## src/rtl/mux_nto1_rr_if.sv

```systemverilog
// Handshake bundle between producers/consumer and the N-to-1 round-robin mux.
// Carries the lock qualifier only when MUX_RR_LOCK_EN is defined.
interface mux_nto1_rr_if #(
    parameter int WIDTH    = 5,
    parameter int CHANNELS = 4
);
    localparam int SELW = $clog2(CHANNELS);

    logic                      mode;
    logic [SELW-1:0]           sel;
    logic [CHANNELS-1:0]       in_valid;
    logic [CHANNELS*WIDTH-1:0] in_data;
    logic [CHANNELS-1:0]       in_ready;
    logic                      out_valid;
    logic [WIDTH-1:0]          out_data;
    logic [SELW-1:0]           out_chan;
    logic                      out_ready;
`ifdef MUX_RR_LOCK_EN
    logic                      lock;
`endif

    modport master (
`ifdef MUX_RR_LOCK_EN
        output lock,
`endif
        output mode, sel, in_valid, in_data, out_ready,
        input  in_ready, out_valid, out_data, out_chan
    );

    modport slave (
`ifdef MUX_RR_LOCK_EN
        input  lock,
`endif
        input  mode, sel, in_valid, in_data, out_ready,
        output in_ready, out_valid, out_data, out_chan
    );
endinterface

```

## src/rtl/mux_nto1_rr.sv

```systemverilog
// Registered N-to-1 mux with direct-select and round-robin arbitration modes.
// Optional grant locking in round-robin mode is enabled by defining MUX_RR_LOCK_EN.
module mux_nto1_rr #(
    parameter int WIDTH    = 5,
    parameter int CHANNELS = 4
) (
    input logic           clk,
    input logic           rst_n,
    mux_nto1_rr_if.slave  bus
);
    localparam int SELW = $clog2(CHANNELS);

    logic [SELW-1:0]     rr_ptr;
    logic [SELW-1:0]     grant;
    logic [SELW-1:0]     cand;
    logic                grant_vld;
    logic                load_ok;
    logic                accept;
    logic [CHANNELS-1:0] ready;

    logic                vld_p0;
    logic [WIDTH-1:0]    data_p0;
    logic [SELW-1:0]     chan_p0;

`ifdef MUX_RR_LOCK_EN
    logic                locked;
    logic [SELW-1:0]     lock_chan;
`endif

    function automatic logic [SELW-1:0] wrap_inc(input logic [SELW-1:0] idx, input int step);
        int s;
        s = int'(idx) + step;
        if (s >= CHANNELS) s = s - CHANNELS;
        return SELW'(s);
    endfunction

    // Reset gating keeps every channel un-ready while rst_n is low.
    assign load_ok = rst_n && (!vld_p0 || bus.out_ready);

    always_comb begin
        grant     = '0;
        grant_vld = 1'b0;
        cand      = '0;
        if (!bus.mode) begin
            if (int'(bus.sel) < CHANNELS) begin
                grant     = bus.sel;
                grant_vld = 1'b1;
            end
        end
`ifdef MUX_RR_LOCK_EN
        else if (locked) begin
            grant     = lock_chan;
            grant_vld = 1'b1;
        end
`endif
        else begin
            // Scan downward so the nearest valid channel after rr_ptr wins last.
            for (int k = CHANNELS - 1; k >= 0; k--) begin
                cand = wrap_inc(rr_ptr, k);
                if (bus.in_valid[cand]) begin
                    grant     = cand;
                    grant_vld = 1'b1;
                end
            end
        end
    end

    always_comb begin
        ready = '0;
        if (grant_vld && load_ok) ready[grant] = 1'b1;
    end

    assign accept       = grant_vld && load_ok && bus.in_valid[grant];
    assign bus.in_ready = ready;

    // Stage p0: output register, replaced in place when draining and loading together.
    always_ff @(posedge clk or negedge rst_n) begin
        if (!rst_n) begin
            vld_p0  <= 1'b0;
            data_p0 <= '0;
            chan_p0 <= '0;
            rr_ptr  <= '0;
        end else begin
            if (accept) begin
                vld_p0  <= 1'b1;
                data_p0 <= bus.in_data[int'(grant)*WIDTH +: WIDTH];
                chan_p0 <= grant;
            end else if (bus.out_ready) begin
                vld_p0  <= 1'b0;
            end
            if (accept && bus.mode) rr_ptr <= wrap_inc(grant, 1);
        end
    end

`ifdef MUX_RR_LOCK_EN
    always_ff @(posedge clk or negedge rst_n) begin
        if (!rst_n) begin
            locked    <= 1'b0;
            lock_chan <= '0;
        end else if (!bus.mode) begin
            locked    <= 1'b0;
        end else if (accept) begin
            if (bus.lock) begin
                locked    <= 1'b1;
                lock_chan <= grant;
            end else begin
                locked    <= 1'b0;
            end
        end
    end
`endif

    assign bus.out_valid = vld_p0;
    assign bus.out_data  = data_p0;
    assign bus.out_chan  = chan_p0;
endmodule

```

## src/flat_wrapper.sv

```systemverilog
// flat-port wrapper written by rule: the top's interface ports become plain ports
module mux_nto1_rr_flat 
#(
    parameter int WIDTH    = 5,
    parameter int CHANNELS = 4
)
  (clk, rst_n, bus_mode, bus_sel, bus_in_valid, bus_in_data, bus_out_ready, bus_in_ready, bus_out_valid, bus_out_data, bus_out_chan);
  mux_nto1_rr_if #(.WIDTH(WIDTH), .CHANNELS(CHANNELS)) bus_i ();
  input logic clk;
  input logic rst_n;
  input wire logic [$bits(bus_i.mode)-1:0] bus_mode;
  input wire logic [$bits(bus_i.sel)-1:0] bus_sel;
  input wire logic [$bits(bus_i.in_valid)-1:0] bus_in_valid;
  input wire logic [$bits(bus_i.in_data)-1:0] bus_in_data;
  input wire logic [$bits(bus_i.out_ready)-1:0] bus_out_ready;
  output wire logic [$bits(bus_i.in_ready)-1:0] bus_in_ready;
  output wire logic [$bits(bus_i.out_valid)-1:0] bus_out_valid;
  output wire logic [$bits(bus_i.out_data)-1:0] bus_out_data;
  output wire logic [$bits(bus_i.out_chan)-1:0] bus_out_chan;
  assign bus_i.mode = bus_mode;
  assign bus_i.sel = bus_sel;
  assign bus_i.in_valid = bus_in_valid;
  assign bus_i.in_data = bus_in_data;
  assign bus_i.out_ready = bus_out_ready;
  assign bus_in_ready = bus_i.in_ready;
  assign bus_out_valid = bus_i.out_valid;
  assign bus_out_data = bus_i.out_data;
  assign bus_out_chan = bus_i.out_chan;
  mux_nto1_rr #(.WIDTH(WIDTH), .CHANNELS(CHANNELS)) u_core (.clk(clk), .rst_n(rst_n), .bus(bus_i));
endmodule
```

## config.mk

```make
export PLATFORM = sky130hd
export DESIGN_NAME = mux_nto1_rr_flat
export DESIGN_NICKNAME = d
export VERILOG_FILES = /design/src/rtl/mux_nto1_rr_if.sv /design/src/rtl/mux_nto1_rr.sv /design/src/flat_wrapper.sv
export SDC_FILE = /design/constraint.sdc
export NUM_CORES = 1
export LEC_CHECK = 0
export CORE_AREA = 2 2 39 41
export DETAILED_ROUTE_END_ITERATION = 10
export DIE_AREA = 0 0 41 43
export DONT_BUFFER_PORTS = 1
export PLACE_DENSITY = 0.86
export SLEW_MARGIN = 30
export SYNTH_ARGS = -nofsm -noshare
export SYNTH_HDL_FRONTEND = slang
export SYNTH_SLANG_ARGS = --single-unit
export TNS_END_PERCENT = 5
```

## constraint.sdc

```tcl
create_clock -name clk -period 3.1 [get_ports clk]
set_input_delay 0.62 -clock clk [delete_from_list [all_inputs] [get_ports clk]]
set_output_delay 0.62 -clock clk [all_outputs]
set_load 0.02 [all_outputs]
```

==> results.ini <==
[floorplan]
die_w_um=41
die_h_um=43
start_util=0.602
fp.coreArea_um2=1380
dieArea_um2=1760
io_pins=42
row_count=14

[routing]
vias=695
via_per_inst=6.88
routedWlPerCell_um=19.0
antenna_left=0
wl_um=1920
drt_iter0_markers=33
drcViolationCount=0
dr.pass1.iters=4

[clock_network]
cts_hold_buf=0
cts_setup_buffers=0
htree_levels=1
cts_sinks=10
cts_resized=0
clockBufferDepth=2
cts_buffers=3
clockRootBuffer=clkbuf_4
cts_tree=done
clock_latency_ns=0.28
clk_pin_slew_ns=0.07

[logic_synthesis]
synthSimpleGateAreaFrac=0.138
ys_seq_elements=10
synth_edf_count=0
synth_nets=112
synthDistinctLibCells=30
ys_warn_count=0
synth_area_leaders=dfrtp_1, mux2i_1, mux2_4
synth_ff_type=dfrtp_1
synth_top_family_by_area=multiplexers
synth-xor-area-share=0
syn_inst=82
avgSynthCellArea_um2=10.2
netlist.area_leader.share=0.300
syn_area_um2=833
synth_compound_area_frac=0.192
yosys.area_share.adder=0
synth_area_leader_cell=dfrtp_1
synth.mux.area_fraction=0.312
async_flop_share=1.00
seq_area_frac_synth=0.300

[grt]
grt_pass1_vias=718
grt_overflow=0
grt_usage=0.264
grt_util_met3=0.0995
gr-usage-met1=0.288
grt_pass1_wl_um=3100
grt_start_max_net_pins=20
grt_antenna_before_repair=0
grt_busiest_layer=met2
use_met2=0.422

[finish]
final_nets=116
insertedDiodeCount=0
drive_gt1_frac=0.224
final_cell_mix=mux2i_1, dfrtp_1, mux2_4
synthToLayoutAreaGrowth_pct=6.16
final_util=0.639
final_common_cell=mux2i_1

[timing]
finalMaxSlewViolations=0
slew_headroom=0.693
timing.final.crit_period_ns=2.56
clock.fmax_mhz=390
setup_violations=0
hold_viol=0
worst_pin_slew_ns=0.458
rsz0062_at_grt=no
clock_skew_ns=0.00725
fin_setup_tns_ns=0
period_share=0.827

[setup_path]
cp_max_fo=19
reg2reg_depth=7
critical_path.top_delay_family=simple AND/OR/NAND/NOR gates
path_class=flop to primary output
crit_chain=nor2b_1 -> o211a_1 -> a211oi_2 -> buf_4 -> nand2b_1 -> nor2_1
rr_endpoint=u_core.bus.out_data[4]
critPathArrivalTime_ns=1.94
startpoint_type=flop
slowest_delay_ns=0.44
path_buf_inv=1
rrSetupSlack_ns=0.72
required_ns=2.48
crit_slowest_cell=dfrtp_1
end_kind=primary output
r2r-start=u_core.rr_ptr[1]

[place]
port-buffer-count=0
dpl.hpwl_um=1470
routabilityCongestion=0.760

[power]
ir_worst_vdd_uv=522
p_leak_nw=0.447
powerDensity_nw_per_um2=818

[hold_path]
hp-class=input port to asynchronous set/reset pin

[job]
drv_cap=0

[outcome]
outcome=complete, no violations

-- worst reg2reg max path, delay by kind of cell (launching register included) --
family                 cells  cell delay [ns]
AO/OA/AOI/OAI              3             0.84
multiplexers               2             0.59
flip-flops                 1             0.45
AND/OR/NAND/NOR            1             0.19
buffers and inverters      1             0.19
-- routing by layer --
| layer | up-vias | share of wire | routed length (um) |
|---|---|---|---|
| met5 | - | 0 | 0 |
| met4 | 0 | 0.021 | 40 |
| met3 | 7 | 0.098 | 189 |
| met2 | 43 | 0.54 | 1030 |
| met1 | 333 | 0.34 | 658 |
| li1 | 312 | - | - |
-- area by class of cell --
class,instances,area (um2)
fillers,115,499
inverters,2,7.51
well taps,16,20.0
flip-flops and latches,10,250
repair buffers,4,30.0
clock buffers,4,36.3
multi-input cells,65,541
-- logic make-up (layout without fill, tap and decap cells) --
logic type,count (synthesis),count (layout)
buffers and inverters,7,10
AO/OA/AOI/OAI,19,19
flip-flops,10,10
AND/OR/NAND/NOR,23,23
multiplexers,23,23
-- registers in the layout, summed over array words and instances, names as in the netlist --
signal,cells
u_core.bus.out_valid,1
u_core.bus.out_chan,2
u_core.rr_ptr,2
u_core.bus.out_data,5
-- how the worst max path moves through the flow --
stage                     cells past startpoint                     end             start  slack [ns]
after detailed placement                      7  u_core.bus.out_data[2]   bus_in_valid[2]        0.57
after global placement                        6         bus_in_ready[3]   bus_in_valid[0]        0.64
after CTS                                     6         bus_in_ready[3]  u_core.rr_ptr[0]        0.53
final                                         6         bus_in_ready[3]  u_core.rr_ptr[0]        0.54
after floorplan                               7         bus_in_ready[0]   bus_in_valid[2]        0.42
after global routing                          6         bus_in_ready[3]  u_core.rr_ptr[0]        0.42
-- cells in the mapped netlist (all sizes together) (2+ instances only) --
master / n
a211oi: 2
nor2b: 4
o2bb2ai: 2
mux2: 6
dfrtp: 10
mux2i: 17
a21oi: 2
nor2: 5
o31ai: 3
nor3: 3
inv: 2
nand2b: 4
buf: 5
nand2: 5
-- report_power, final --
part           switching, mW  internal, mW  leakage (nW)  total [mW]
logic                  0.129         0.155         0.307       0.284
clock network         0.0512        0.0716        0.0210       0.123
registers              0.125         0.193         0.119       0.317
total                  0.305         0.419         0.447       0.724
-- per-stage QoR --
| step | setup slack [ns] | power, mW | hold WS (ns) | std cells | instance area [um2] |
|---|---|---|---|---|---|
| finish | 0.537 | 0.724 | 0.0238 | 101 | 885 |
| global route | 0.416 | 0.768 | 0.00914 | 101 | 885 |
| detailed placement | 0.568 | 0.602 | 0.325 | 97 | 848 |
| floorplan | 0.424 | 0.549 | 0.324 | 82 | 833 |
| global placement | 0.639 | 0.583 | 0.325 | 97 | 848 |
| CTS | 0.527 | 0.727 | 0.0174 | 101 | 885 |
Note: power is estimated with default switching activity, not from simulation.
